==> config.mk <==
export PLATFORM = sky130hd
export DESIGN_NAME = mdr_mem_if_flat
export DESIGN_NICKNAME = d
export VERILOG_FILES = /design/src/rtl/mdr_mem_if_if.sv /design/src/rtl/mdr_mem_if.sv /design/src/flat_wrapper.sv
export SDC_FILE = /design/constraint.sdc
export NUM_CORES = 1
export LEC_CHECK = 0
export ABC_CLOCK_PERIOD_IN_PS = 3700
export CAP_MARGIN = 20
export CELL_PAD_IN_SITES_DETAIL_PLACEMENT = 1
export CELL_PAD_IN_SITES_GLOBAL_PLACEMENT = 2
export CORE_MARGIN = 2
export CORE_UTILIZATION = 30
export DETAILED_ROUTE_END_ITERATION = 10
export DONT_BUFFER_PORTS = 1
export PLACE_DENSITY_LB_ADDON = 0.1
export SLEW_MARGIN = 20
export SYNTH_ARGS = -nofsm -noshare
export SYNTH_HDL_FRONTEND = slang
export SYNTH_SLANG_ARGS = --single-unit
==> constraint.sdc <==
create_clock -name clk -period 3.7 [get_ports clk]
set_input_delay 1.11 -clock clk [delete_from_list [all_inputs] [get_ports clk]]
set_output_delay 1.11 -clock clk [all_outputs]
set_load 0.1 [all_outputs]
==> src/rtl/mdr_mem_if_if.sv <==
// Memory-side bus of the MDR: request/write-qualifier/address/data out, read data and ack back.
// The MDR controller uses the master modport; the memory model or macro uses the slave modport.
interface mdr_mem_if_if;
  logic        mem_req;
  logic        mem_we;
  logic [8:0]  mem_addr;
  logic [31:0] mem_wdata;
  logic [31:0] mem_rdata;
  logic        mem_ack;

  modport master (
    output mem_req, mem_we, mem_addr, mem_wdata,
    input  mem_rdata, mem_ack
  );

  modport slave (
    input  mem_req, mem_we, mem_addr, mem_wdata,
    output mem_rdata, mem_ack
  );
endinterface

==> src/rtl/mdr_mem_if.sv <==
// Memory data register with a single-outstanding read/write handshake to memory.
// MDR_TIMEOUT_EN adds a wait-cycle timeout that aborts to IDLE with a sticky err flag.
module mdr_mem_if #(
  parameter logic [31:0] INIT_VAL       = 32'h00000000,
  parameter int unsigned TIMEOUT_CYCLES = 16
) (
  input  logic              clk,
  input  logic              clr,
  input  logic [31:0]       BusMuxOut,
  input  logic              MDRin,
  input  logic              MDRout,
  input  logic              rd_start,
  input  logic              wr_start,
  input  logic [8:0]        mar_q,
  mdr_mem_if_if.master      mem,
  output logic [31:0]       mdr_q,
  output logic [31:0]       mdr_bus,
  output logic              busy,
  output logic              done,
  output logic              err
);

  typedef enum logic [1:0] {IDLE, RD_WAIT, WR_WAIT, DONE} state_t;

  state_t      state_q, state_d;
  logic [31:0] mdr_d;
  logic [8:0]  addr_q, addr_d;

`ifdef MDR_TIMEOUT_EN
  localparam int CNT_W = $clog2(TIMEOUT_CYCLES + 1);
  logic [CNT_W-1:0] cnt_q, cnt_d;
  logic             err_q, err_d;
  logic             expired;

  assign expired = (cnt_q == CNT_W'(TIMEOUT_CYCLES - 1));
`endif

  always_comb begin
    state_d = state_q;
    mdr_d   = mdr_q;
    addr_d  = addr_q;
`ifdef MDR_TIMEOUT_EN
    cnt_d   = cnt_q;
    err_d   = err_q;
`endif
    case (state_q)
      IDLE: begin
        // A read start beats both a simultaneous write start and an MDR load.
        if (rd_start) begin
          addr_d  = mar_q;
          state_d = RD_WAIT;
`ifdef MDR_TIMEOUT_EN
          cnt_d   = '0;
          err_d   = 1'b0;
`endif
        end else begin
          if (MDRin) mdr_d = BusMuxOut;
          if (wr_start) begin
            addr_d  = mar_q;
            state_d = WR_WAIT;
`ifdef MDR_TIMEOUT_EN
            cnt_d   = '0;
            err_d   = 1'b0;
`endif
          end
        end
      end
      RD_WAIT, WR_WAIT: begin
        if (mem.mem_ack) begin
          if (state_q == RD_WAIT) mdr_d = mem.mem_rdata;
          state_d = DONE;
        end
`ifdef MDR_TIMEOUT_EN
        else if (expired) begin
          state_d = IDLE;
          err_d   = 1'b1;
        end else begin
          cnt_d = cnt_q + 1'b1;
        end
`endif
      end
      DONE:    state_d = IDLE;
      default: state_d = IDLE;
    endcase
  end

  always_ff @(posedge clk or posedge clr) begin
    if (clr) begin
      state_q <= IDLE;
      mdr_q   <= INIT_VAL;
      addr_q  <= '0;
    end else begin
      state_q <= state_d;
      mdr_q   <= mdr_d;
      addr_q  <= addr_d;
    end
  end

`ifdef MDR_TIMEOUT_EN
  always_ff @(posedge clk or posedge clr) begin
    if (clr) begin
      cnt_q <= '0;
      err_q <= 1'b0;
    end else begin
      cnt_q <= cnt_d;
      err_q <= err_d;
    end
  end

  assign err = err_q;
`else
  assign err = 1'b0;
`endif

  // All handshake outputs decode straight from the registered state.
  assign mem.mem_req   = (state_q == RD_WAIT) || (state_q == WR_WAIT);
  assign mem.mem_we    = (state_q == WR_WAIT);
  assign mem.mem_addr  = addr_q;
  assign mem.mem_wdata = mdr_q;
  assign busy          = (state_q != IDLE);
  assign done          = (state_q == DONE);
  assign mdr_bus       = MDRout ? mdr_q : 32'h0;

endmodule

==> src/flat_wrapper.sv <==
// flat-port wrapper written by rule: the top's interface ports become plain ports
module mdr_mem_if_flat 
#(
  parameter logic [31:0] INIT_VAL       = 32'h00000000,
  parameter int unsigned TIMEOUT_CYCLES = 16
)
  (clk, clr, BusMuxOut, MDRin, MDRout, rd_start, wr_start, mar_q, mdr_q, mdr_bus, busy, done, err, mem_mem_req, mem_mem_we, mem_mem_addr, mem_mem_wdata, mem_mem_rdata, mem_mem_ack);
  mdr_mem_if_if mem_i ();
  input  logic clk;
  input  logic clr;
  input  logic [31:0] BusMuxOut;
  input  logic MDRin;
  input  logic MDRout;
  input  logic rd_start;
  input  logic wr_start;
  input  logic [8:0] mar_q;
  output logic [31:0] mdr_q;
  output logic [31:0] mdr_bus;
  output logic busy;
  output logic done;
  output logic err;
  output wire logic [$bits(mem_i.mem_req)-1:0] mem_mem_req;
  output wire logic [$bits(mem_i.mem_we)-1:0] mem_mem_we;
  output wire logic [$bits(mem_i.mem_addr)-1:0] mem_mem_addr;
  output wire logic [$bits(mem_i.mem_wdata)-1:0] mem_mem_wdata;
  input wire logic [$bits(mem_i.mem_rdata)-1:0] mem_mem_rdata;
  input wire logic [$bits(mem_i.mem_ack)-1:0] mem_mem_ack;
  assign mem_mem_req = mem_i.mem_req;
  assign mem_mem_we = mem_i.mem_we;
  assign mem_mem_addr = mem_i.mem_addr;
  assign mem_mem_wdata = mem_i.mem_wdata;
  assign mem_i.mem_rdata = mem_mem_rdata;
  assign mem_i.mem_ack = mem_mem_ack;
  mdr_mem_if #(.INIT_VAL(INIT_VAL), .TIMEOUT_CYCLES(TIMEOUT_CYCLES)) u_core (.clk(clk), .clr(clr), .BusMuxOut(BusMuxOut), .MDRin(MDRin), .MDRout(MDRout), .rd_start(rd_start), .wr_start(wr_start), .mar_q(mar_q), .mem(mem_i), .mdr_q(mdr_q), .mdr_bus(mdr_bus), .busy(busy), .done(done), .err(err));
endmodule
==> Word level (Yosys, flattened, before mapping) <==
Cells that the tools add are included.
{ "totals": {"ff_bits": 43, "input_bits": 80, "output_inout_bits": 110, "wordCells": 32} }
{ "classes": {"n_eq_ne": 8, "n_reduce_logical": 9, "mux": 12} }
{ "op_table": {"columns": ["operator", "count"], "rows": [
  ["$mux W32", 5],
  ["$pmux W32 S2", 1],
  ["$mux W9", 2],
  ["$mux W2", 3],
  ["$ne A2 B2 Y1 const B", 3],
  ["$pmux W2 S3", 1],
  ["$reduce_bool A2 Y1", 3],
  ["$reduce_and A5 Y1", 1],
  ["$eq A2 B2 Y1 const B", 2],
  ["$reduce_and A2 Y1", 2],
  ["$ne A3 B3 Y1 const B", 1],
  ["$eq A2 B1 Y1 const B", 1],
  ["$logic_not A2 Y1", 1],
  ["$ne A2 B1 Y1 const B", 1],
  ["$reduce_or A2 Y1", 1],
  ["$logic_or A1 B1 Y1", 1]
]} }

==> Logic depth before layout (Yosys ltp) <==
Gate-level depths: netlist of the first run.
{ "depth": {"word_depth": 4, "depth_mapped": 7, "ltp_nobuf": 5} }

==> Worst setup path after synthesis of the first run <==
No wires, ideal clock.
{ "synth_timing": {"path_type": "input -> output", "from": "in MDRout", "to": "out mdr_bus[0]", "required_time_ps": 2590, "cell_stages": 2, "path_buffers": 1, "t_arrival_ps": 2070, "path_slack_ps": 520, "path_cell_list": "clkbuf_1 > and2_1"} }
{ "synth_via": {"elab_chain_cells": 1} }
{ "synth_rtl": {"columns": ["item", "line_no", "text"], "rows": [
  ["start: declaration", "flat_wrapper.sv:13", "input logic MDRout;"],
  ["$mux W32", "mdr_mem_if.sv:122", "assign mdr_bus = MDRout ? mdr_q : 32'h0;"],
  ["end: declaration", "flat_wrapper.sv:18", "output logic [31:0] mdr_bus;"]
]} }
No other way between the ends.

==> Final worst setup path of the first run <==
{ "layout_timing": {"from": "reg u_core.state_q[0]", "to": "out mem_mem_we"} }
{ "layout_via": {"elab_chain_cells": 1} }
{ "layout_rtl": {"columns": ["item", "line_no", "text"], "rows": [
  ["start: declaration", "mdr_mem_if.sv:25", "state_t state_q, state_d;"],
  ["start signal: assignment", "mdr_mem_if.sv:93", "state_q <= state_d;"],
  ["$eq A2 B2 Y1", "mdr_mem_if.sv:117", "assign mem.mem_we = (state_q == WR_WAIT);"],
  ["end: declaration", "flat_wrapper.sv:23", "output wire logic [$bits(mem_i.mem_we)-1:0] mem_mem_we;"]
]} }
No other way between the ends.

==> summary.txt, run 1 <==
Synth
  – Post-synth design cell area: 3000 µm²
  – Warnings from Yosys: 0
  – Synth area leaders: dfrtp_1 (36%), o221a_2 (11%), buf_4 (8.8%)
  – Post-Syn Nets: 378
  – Post-synth top area share: 0.3586
  – Syn Inst Count: between 200 and 300
  – Synth cell types: 29
  – Yosys top cell by area: dfrtp_1
  – Syn avg cell area: 10.24 µm²
  – Seq cells post-synth: 43
  – Sequential-to-total area share from yosys stat: 0.3586

GRT
  – Initial antenna violation count: 0
  – Largest net degree at the start of global routing: 66
  – Met3 Use GR: 0.05263
  – Routing usage on met1: 0.1983
  – Gr usage total: 0.1657
  – Total grt overflow: 0
  – Most Used Layer, Global Route: met2
  – First-pass GRT wire length: 14260 µm
  – Vias in the first global route: 2409
  – GRT met2 Usage: 0.2942

Placement
  – Buffers on Ports: 0
  – Placed Cells: about 430
  – Pre-CTS WS: 1.067 ns
  – GP Congestion: 0.7497
  – DPL Wire Length: approximately 6100 µm

Clock tree
  – Clock latency on the worst-skew pair: 0.30 ns
  – Post-cts sizing count: 0
  – Worst-path clk slew: 0.09 ns
  – H-tree levels: 2
  – CTS buffer count: 5
  – CTS max path bufs: 2
  – Root Buffer: clkbuf_8
  – # hold bufs at CTS: 0
  – Setup bufs post-CTS: 0
  – # clock sinks: 43
  – TritonCTS clock tree: built

Final layout
  – Fill count: about 1.1k
  – Final non-filler cell total: approximately 440
  – Ant. Diodes: 0
  – Share of cells above drive strength 1: 0.5130
  – Layout area overhead: 12.14%
  – Nets: 392

Drt
  – Via count: 2349
  – Initial DRC Count: 90
  – Post-route DRC: 0
  – Total Wirelength: 9156 µm
  – Via/cell ratio: 5.327
  – WL/cell: slightly above 20 µm
  – DRT antenna net count: 0
  – DRT Pass-1 Iters: 4

Die
  – Starting Density: 0.3084
  – Die height: 104.0 µm
  – Core Area: ~9700 µm²
  – # rows: 36
  – DIE AREA: 10820 µm²
  – Die span in x: 104.0 µm
  – Num ports: 190

Setup path
  – CP endpoint kind: output pin
  – Worst path max stage delay: approximately 0.8 ns
  – Crit-path max FO: 4
  – Reg2reg setup slack: around 1.4 ns
  – Crit-path cells: inv_1, ha_1
  – CP max stage cell: ha_1
  – Nature of the critical path startpoint: register
  – Reg-to-reg endpoint: u_core.mdr_q[27]
  – Reg2reg start: u_core.state_q[0]
  – Worst Path Arrival: 1.66 ns
  – Required time of the critical path: 2.59 ns
  – FF-to-FF path depth: 5
  – Worst setup path class: reg -> out

Worst hold path
  – Min-delay worst type: reg -> reg
  – Worst Hold End: u_core.state_q[0]
  – Hold path startpoint: u_core.state_q[0]
  – Hold Path Depth: 2

Timing
  – Max Fclk: 361.3 MHz
  – Skew final: 0.007924 ns
  – Setup ws final: 0.9321 ns
  – WHS: 0.6589 ns
  – Final Hold Violating Endpoints: 0
  – RSZ-0062 raised after global routing: no
  – Final setup fails: 0
  – Final Max Slew Viols: 0
  – Fin Setup TNS: 0 ns
  – Fin crit period: approximately 2.8 ns
  – Slew HR: 0.3028
  – Crit share post-route: 0.7481
  – Slew of the pin with the lowest slew margin: between 1 and 1.5 ns

Flow run
  – Max_cap viols: 0

Run status
  – Status: finished clean
==> logic make-up after synthesis <==
| family | after synthesis | synth area share |
|---|---|---|
| and+or+nand+nor | 99 | 0.2273 |
| AOI/OAI and AO/OA | 70 | 0.2010 |
| buffers and inverters | 64 | 0.1505 |
| DFF | 43 | 0.3586 |
| muxes | 11 | 0.04045 |
| adders and majority gates | 5 | 0.02085 |
| other | 1 | 0.001250 |
==> metal layers <==
metal / vias up / share of wire
met3: 4 / 0.075
li1: 1058 / -
met4: 0 / 0.0049
met5: - / 0
met1: 1179 / 0.42
met2: 108 / 0.50
==> how the worst max path moves through the flow <==
stage | slack [ns] | to | startpoint
detailed placement | 1.07 | mdr_bus[30] | MDRout
global placement | 1.05 | mdr_bus[30] | MDRout
finish | 0.93 | mem_mem_we | u_core.state_q[0]
floorplan | 0.52 | mdr_bus[0] | MDRout
global route | 0.85 | mem_mem_we | u_core.state_q[0]
CTS | 0.91 | mem_mem_we | u_core.state_q[0]
==> cell usage after synthesis, drive strengths merged <==
cell type	instances
and4bb	7
dfrtp	43
conb	1
nor2b	1
mux2i	2
o221a	32
buf	48
clkbuf	11
o22a	1
nor4bb	25
nand2	1
mux2	9
o21a	1
o21ai	34
ha	5
and2	33
inv	5
o211ai	1
nor2	32
o32a	1
==> area by class of cell <==
type	count	area, µm²	area share
Inverter	5	18.77	0.005578
Tap cell	133	166.4	0.04946
Clock buffer	5	68.82	0.02045
Clock inverter	3	23.77	0.007066
Timing Repair Buffer	66	495.5	0.1473
Multi-Input combinational cell	186	1475	0.4385
Sequential cell	43	1116	0.3317
==> flip-flops by register name, summed over array words and instances, names as in the netlist <==
register / flops
u_core.mdr_q: 32
u_core.state_q: 2
u_core.mem.mem_addr: 9
==> worst max-delay path, delay by kind of cell (launching register included) <==
kind	cells	cell delay [ns]
DFF	1	0.41
buffers and inverters	1	0.14
adders and majority gates	1	0.81
==> per-stage QoR <==
step / util / instance area [µm²]
2_1_floorplan: - / 3000
3_3_place_gp: 0.3363 / 3272
3_5_place_dp: 0.3363 / 3272
4_1_cts: 0.3458 / 3364
5_1_grt: 0.3458 / 3364
6_report: 0.3458 / 3364
==> placed cells by master (no fill, tap or decap), drive strengths merged <==
master,netlist,final
buf,48,66
dfrtp,43,43
o21ai,34,34
and2,33,33
nor2,32,32
o221a,32,32
nor4bb,25,25
mux2,9,9
and4bb,7,7
inv,5,6
clkbuf,11,5
ha,5,5
mux2i,2,2
clkinvlp,0,2
nor2b,1,1
o211ai,1,1
o22a,1,1
nand2,1,1
o21a,1,1
o32a,1,1
conb,1,1
Power of run 1 is left out: the tool's default activity adds up to more than one toggle a clock period on the data nets, which glitch-free logic cannot reach.
==> inputs of run 2 (changes only) <==
ABC_CLOCK_PERIOD_IN_PS = 2500   (was 3700)
clock period = 2.5 ns   (was 3.7 ns; I/O delays follow)
==> summary.txt, run 2 (synthesis gave the netlist of run 1 again) <==
Drt
  – Initial DRC Count: 71
  – Total Wirelength: 9247 µm
  – Via count: 2373
  – Post-route DRC: 0
  – WL/cell: 20.73 µm
  – DRT Pass-1 Iters: 4
  – DRT antenna net count: 0
  – Via/cell ratio: 5.321

Final layout
  – Storage element area: 1116 µm²
  – Max FFs per register: 32
  – Nets: 396
  – Design Area, Final: 3794 µm²
  – Layout area overhead: 26.44%
  – Reg with most FFs: u_core.mdr_q
  – Final non-filler cell total: 446
  – Share of cells above drive strength 1: 0.6218
  – Most frequent cells in the layout: buf_4 (45), nor2_1 (32), and2_2 (32), dfrtp_2 (32), o221a_2 (29)
  – Multi-input gate area: 1515 µm²
  – Commonest non-fill, non-tap cell in the layout: buf_4
  – Fill count: 1086

Setup path
  – Worst setup path class: reg -> out
  – CP Buf/Inv Count: 2
  – Crit-path cells: inv_1, ha_2, buf_4
  – Reg2reg setup slack: 0.40 ns
  – Required time of the critical path: 1.75 ns
  – CP max stage cell: ha_2
  – Reg-to-reg endpoint: u_core.mdr_q[8]
  – Crit-path max FO: 4
  – Reg2reg start: u_core.state_q[0]
  – Nature of the critical path startpoint: register
  – FF-to-FF path depth: 5
  – Worst Path Arrival: about 1.5 ns
  – Worst path max stage delay: 0.40 ns
  – CP endpoint kind: output pin
  – Largest delay share family, worst path: buffers and inverters

Die
  – Die span in x: 104.0 µm
  – Die height: 104.0 µm
  – # rows: 36
  – Starting Density: 0.3084
  – Core Area: 9729 µm²
  – DIE AREA: between 10000 and 15000 µm²
  – Num ports: 190

GRT
  – Total grt overflow: 0
  – Largest net degree at the start of global routing: 37
  – First-pass GRT wire length: roughly 14000 µm
  – Initial antenna violation count: 1
  – Gr usage total: 0.1690
  – Vias in the first global route: approximately 2.5k

Worst hold path
  – Min-delay worst type: in -> async

Timing
  – Slew HR: 0.3035
  – Final Max Slew Viols: 0
  – Max Fclk: ~450 MHz
  – Final setup fails: 0
  – Fin crit period: 2.240 ns
  – Slew of the pin with the lowest slew margin: 1.040 ns
  – RSZ-0062 raised after global routing: no
  – Fin Setup TNS: 0 ns
  – Skew final: 0.006928 ns
  – Final Hold Violating Endpoints: 0
  – Crit share post-route: 0.8961

Placement
  – Cell Area, Placed: between 3000 and 4000 µm²
  – Buffers on Ports: 0
  – Placed Cells: approximately 440
  – GP Congestion: between 0.6 and 0.7
  – DPL Wire Length: roughly 6500 µm

Flow run
  – Max_cap viols: 0

Clock tree
  – H-tree levels: 2
  – Clock latency on the worst-skew pair: 0.30 ns
  – TritonCTS clock tree: built
  – Root Buffer: clkbuf_8
  – Worst-path clk slew: 0.09 ns
  – Setup bufs post-CTS: 0
  – Post-cts sizing count: 0
  – CTS buffer count: 5
  – # hold bufs at CTS: 0
  – CTS max path bufs: 2
  – # clock sinks: 43

Run status
  – Status: finished clean
## run 2: cell types whose count changed in the layout (fill, tap and decap cells not counted), moves of 2 or more
cell       before  now
and2_1         33    1
and2_2          0   32
buf_12          0   25
buf_4          66   45
bufinv_16       0    2
## run 2: worst max-delay path by stage
stage,startpoint,end,cells past startpoint
after floorplan,u_core.state_q[0],u_core.mdr_q[10],6
after global placement,MDRin,u_core.mdr_q[31],3
after detailed placement,MDRin,u_core.mdr_q[8],3
after CTS,u_core.state_q[0],mem_mem_req,3
after global routing,u_core.state_q[1],mem_mem_req,3
final,u_core.state_q[1],mem_mem_req,3
## run 2: area by class of cell
class | count | share of cell area
Tap cell | 133 | 0.04387
Clock buffer | 5 | 0.01814
Timing Repair Buffer | 70 | 0.2210
Multi-Input combinational cell | 186 | 0.3994
Sequential cell | 43 | 0.2942
Antenna cell | 1 | 0.0006596
Clock inverter | 3 | 0.01781
Inverter | 5 | 0.004947
## run 2: per-layer routing
layer  global-route usage  up-vias  routed length, µm
met5                    0        -                  0
met4              0.03089        0                 73
met3              0.06015        7                662
met2               0.2989      105               4716
met1               0.1986     1190               3795
li1                     -     1071                  -
## run 2: metrics by stage
| stage | hold slack [ns] | util | setup slack [ns] |
|---|---|---|---|
| after floorplan | 0.5751 | - | 0.08450 |
| after global placement | 0.5640 | 0.3756 | 0.3924 |
| after detailed placement | 0.5715 | 0.3756 | 0.3624 |
| after CTS | 0.3899 | 0.3897 | 0.2355 |
| after global routing | 0.4124 | 0.3897 | 0.1824 |
| final | 0.3727 | 0.3899 | 0.2597 |
Power of run 2 is left out for the same reason.
